===== src/rtl/soc_sysid_regs.sv =====
// soc_sysid_regs: Avalon-MM system-ID slave with RO ID words, scratch, and 64-bit uptime counter
module soc_sysid_regs #(
    parameter logic [31:0] SYS_ID       = 32'h63B6597C,
    parameter logic [31:0] TIMESTAMP    = 32'h00000000,
    parameter logic [31:0] VERSION      = 32'h00020000,
    parameter int          READ_LATENCY = 1,
    parameter logic [63:0] UPTIME_RESET = 64'h0
) (
    input  logic        clock,
    input  logic        reset,
    input  logic [2:0]  address,
    input  logic        read,
    input  logic        write,
    input  logic [31:0] writedata,
    input  logic [3:0]  byteenable,
    output logic [31:0] readdata,
    output logic        readdatavalid
);

    if (READ_LATENCY < 1 || READ_LATENCY > 4) begin : g_bad_latency
        $error("soc_sysid_regs: READ_LATENCY must be 1..4");
    end

    logic [31:0]                   scratch_q, scratch_d;
    logic                          freeze_q, freeze_d;
    logic [63:0]                   cnt_q, cnt_d;
    logic [31:0]                   shadow_q, shadow_d;
    logic [READ_LATENCY-1:0][31:0] pipe_data_q, pipe_data_d;
    logic [READ_LATENCY-1:0]       pipe_vld_q, pipe_vld_d;
    logic [31:0]                   rdata;
    logic                          wr_en;
    logic                          ctrl_wr;
    logic                          clear;

    // a simultaneous read wins; the write in that cycle is dropped
    assign wr_en   = write & ~read;
    assign ctrl_wr = wr_en && address == 3'd6 && byteenable[0];
    assign clear   = ctrl_wr && writedata[1];

    // scratch byte-lane writes, CTRL freeze bit, uptime counter and the coherent high-word snapshot
    always_comb begin
        scratch_d = scratch_q;
        for (int b = 0; b < 4; b++)
            if (wr_en && address == 3'd3 && byteenable[b])
                scratch_d[8*b +: 8] = writedata[8*b +: 8];
        freeze_d = ctrl_wr ? writedata[0] : freeze_q;
        cnt_d    = clear ? UPTIME_RESET : freeze_q ? cnt_q : cnt_q + 64'd1;
        shadow_d = (read && address == 3'd4) ? cnt_q[63:32] : shadow_q;
    end

    // read data selection, sampled in the strobe cycle
    always_comb begin
        case (address)
            3'd0:    rdata = SYS_ID;
            3'd1:    rdata = TIMESTAMP;
            3'd2:    rdata = VERSION;
            3'd3:    rdata = scratch_q;
            3'd4:    rdata = cnt_q[31:0];
            3'd5:    rdata = shadow_q;
            3'd6:    rdata = {31'd0, freeze_q};
            default: rdata = 32'd0;
        endcase
    end

    // response pipeline; data stages only load behind a valid so the output holds between responses
    always_comb begin
        pipe_vld_d     = '0;
        pipe_data_d    = pipe_data_q;
        pipe_vld_d[0]  = read;
        pipe_data_d[0] = read ? rdata : pipe_data_q[0];
        for (int i = 1; i < READ_LATENCY; i++) begin
            pipe_vld_d[i]  = pipe_vld_q[i-1];
            pipe_data_d[i] = pipe_vld_q[i-1] ? pipe_data_q[i-1] : pipe_data_q[i];
        end
    end

    // state registers; reset flushes any in-flight response
    always_ff @(posedge clock or posedge reset) begin
        if (reset) begin
            scratch_q   <= '0;
            freeze_q    <= 1'b0;
            cnt_q       <= UPTIME_RESET;
            shadow_q    <= '0;
            pipe_data_q <= '0;
            pipe_vld_q  <= '0;
        end else begin
            scratch_q   <= scratch_d;
            freeze_q    <= freeze_d;
            cnt_q       <= cnt_d;
            shadow_q    <= shadow_d;
            pipe_data_q <= pipe_data_d;
            pipe_vld_q  <= pipe_vld_d;
        end
    end

    assign readdata      = pipe_data_q[READ_LATENCY-1];
    assign readdatavalid = pipe_vld_q[READ_LATENCY-1];

endmodule


===== config.mk =====
export PLATFORM = sky130hd
export DESIGN_NAME = soc_sysid_regs
export DESIGN_NICKNAME = d
export VERILOG_FILES = /design/src/rtl/soc_sysid_regs.sv
export SDC_FILE = /design/constraint.sdc
export NUM_CORES = 1
export LEC_CHECK = 0
export BUFFER_PORTS_ARGS = -buffer_cell sky130_fd_sc_hd__buf_4
export CORE_ASPECT_RATIO = 1.25
export CORE_MARGIN = 2
export CORE_UTILIZATION = 54
export DETAILED_ROUTE_END_ITERATION = 8
export PLACE_DENSITY = 0.77
export SLEW_MARGIN = 20
export SYNTH_ARGS = -nofsm -noshare
export SYNTH_HDL_FRONTEND = slang
export SYNTH_SLANG_ARGS = --single-unit

===== constraint.sdc =====
create_clock -name clock -period 4.6 [get_ports clock]
set_input_delay 0 -clock clock [delete_from_list [all_inputs] [get_ports clock]]
set_output_delay 0 -clock clock [all_outputs]
set_load 0.02 [all_outputs]

==> flow_summary_export.csv <==
group,metric,value,unit
status,status,"finished clean",
floorplan,top_level_ports,76,
power_and_ir_drop,total_power,4250,uW
clock_network,path_clk_slew,0.06,ns
sta,rsz0062_at_grt,"false",
yosys,yosysTopAreaCell,"dfrtp_1",
detailed_routing,first_iter_violations,544,
detailed_routing,wl_met3,1290,um
placed_design,dp_hpwl,13900,um
grt,first_global_vias,6289,
yosys,synth_warnings,0,
floorplan,dieArea,15300,um2
clock_network,h-tree-depth,4,
sta,slew_violations,0,
clock_network,cts_setup_buffers,0,
power_and_ir_drop,ir_worst_vdd,0.303,mV
floorplan,initial_core_util,55.5,%
detailed_routing,ant_nets,0,
floorplan,core_area,13900,um2
clock_network,cts_tree,"yes",
layout,area_delta_synth_final,21.5,%
flow_run,drv_cap,0,
setup_path,critPathLaunchType,"flop",
setup_path,path_cells,"ha_1 -> nand4b_1 -> nor4_1 -> nand2_1 -> or4_1 -> a21oi_1",
detailed_routing,route.detailed.drc,0,
sta,tns,0,ns
layout,fillers,990,
yosys,netlist_area,7730,um2
yosys,postSynthCellCount,735,
sta,final_hold_viol_count,0,
setup_path,cp.required,4.95,ns
min_path,min_path_type,"input port to flop",
clock_network,cts_root_buf,"clkbuf_16",
yosys,synth_edf_count,0,
layout,drive_gt1_share,22.2,%
detailed_routing,dr.max_layer_used,"met4",
setup_path,slowest_delay,0.87,ns
yosys,syn_nets,779,
detailed_routing,dr_wl_met2,10300,um
detailed_routing,wire_per_inst,20.4,um
yosys,synth-async-reset-ratio,100,%
setup_path,slowest_stage,"nor4_1",
floorplan,die_h,138,um
detailed_routing,firstDrtPassIters,5,
detailed_routing,vias,6441,
detailed_routing,vias_per_cell,6.36,
setup_path,path_class,"flop to flop",
clock_network,cts.path.max_buffers,2,
grt,grt_max_degree,110,
sta,period_minus_slack,3.16,ns
grt,grt_pass1_wl,33200,um
grt,grt_util_all_layers,27.6,%
yosys,ys_seq_elements,162,
clock_network,numCtsBuffers,17,
sta,fin_skew,0.00765,ns
placed_design,io_buffers,75,
layout,final_common_cell,"dfrtp_1",
floorplan,rows,48,
yosys,postSynthAreaPerCell,10.5,um2
setup_path,critPathCaptureType,"flop",
placed_design,place_congestion,0.926,
setup_path,path_max_fanout,15,
power_and_ir_drop,power.leakage,0.00392,uW
setup_path,crit_arrival,3.51,ns
sta,worst_pin_slew,1.04,ns
grt,overflow,0,
sta,relSlewSlack,30.3,%
power_and_ir_drop,power_density,453,nW/um2
yosys,synth_cell_types,45,
layout,final_cell_mix,"dfrtp_1, buf_4, a21oi_1",
sta,finalSetupViolCount,0,
layout,nNetsFinal,869,
detailed_routing,postRouteWirelength,20600,um
yosys,seq_area_frac_synth,52.4,%
yosys,synthTopCellsByArea,"dfrtp_1, mux2_2, a21oi_1, nor2_1, mux2i_1",
layout,diodes,0,
yosys,synth_top_area_share,52.4,%
detailed_routing,met1_length,8420,um
sta,period_share,68.6,%
clock_network,insertion_delay,0.43,ns
clock_network,cts_sinks,162,
yosys,synth_ff_type,"dfrtp_1",
grt,antenna_found_initial,0,
floorplan,die_width,111,um
sta,timing.fmax,0.317,GHz
-- logic make-up (layout without fill, tap and decap cells) --
logic type / after synthesis / count (layout) / synth area share [%]
simple gates: 245 / 245 / 16.9
compound gates: 168 / 168 / 13.4
flops: 162 / 162 / 52.4
mux: 80 / 80 / 11.4
buf+inv: 51 / 154 / 2.52
xor+xnor: 28 / 28 / 3.17
fa+ha+maj: 1 / 1 / 0.162
-- Yosys cell counts, types with 6 or more instances --
cell,n
or3_1,22
mux2_2,64
mux2i_1,16
nand4_1,21
inv_1,8
dfrtp_1,162
a21oi_1,78
o21ai_0,21
nand3_1,25
o22ai_1,18
xor2_1,14
clkbuf_1,36
nor2b_1,18
or4_1,16
nand2_1,41
o2bb2ai_1,14
nor3_1,17
a22o_1,18
xnor2_1,14
nor4_1,6
nor2_1,54
o31ai_1,12
-- stage by stage --
step           utilization, %  hold WS [ns]  setup WS (ns)  std cells  area (um2)
5_1_grt                  67.4        0.0858           1.19       1013        9390
2_1_floorplan               -        0.0314          0.223        735        7730
3_3_place_gp             60.3         0.143           1.66        947        8400
6_report                 67.4        0.0947           1.44       1013        9390
4_1_cts                  67.4        0.0719           1.46       1013        9390
3_5_place_dp             60.3         0.146           1.62        947        8400
-- sequential cells by signal (all words and copies together), names as in the netlist --
signal and count:
freeze_q 1, cnt_q 64, readdata 32, readdatavalid 1, scratch_q 32, shadow_q 32
-- power breakdown --
part	internal (uW)	switching, uW
Clock	975	574
Combinational	361	353
Sequential	1700	290
Total	3040	1220
-- layout make-up --
class	count	area, um2	area share [%]
Sequential cell	162	4050	43.2
Clock buffer	18	439	4.68
Timing Repair Buffer	113	933	9.94
Inverter	9	38.8	0.413
Tap cell	175	219	2.33
Multi-Input combinational cell	522	3500	37.2
Clock inverter	14	211	2.25
-- routing by layer --
metal  vias to the layer above  GRT usage, %
met5                         -             0
met4                         0          12.3
met3                        51          4.66
met2                       284          46.4
met1                      3225          35.6
li1                       2881             -
-- critical path: cells and delay by family (launching register included) --
family,cells,cell delay (ns)
simple gates,4,2.26
flops,1,0.45
fa+ha+maj,1,0.21
compound gates,1,0.16
-- repair_timing --
item                                   CTS  global route
resized for setup                        0             0
endpoints found under the hold margin  143             0
hold buffers                            34             0
-- path summary, 6_finish.rpt --
path | startpoint | cells past startpoint | slack (ns) | to
setup / recovery | cnt_q[0] | 6 | 1.44 | cnt_q[58]
hold / removal | address[2] | 3 | 0.09 | readdata[17]
setup reg to reg | cnt_q[0] | 6 | 1.44 | cnt_q[58]
hold reg to reg | readdata[15] | 1 | 0.49 | readdata[15]
max in group asynchronous | reset | 4 | 2.93 | scratch_q[18]
min in group asynchronous | reset | 3 | 0.32 | shadow_q[30]
(Power assumes the default switching activity.)
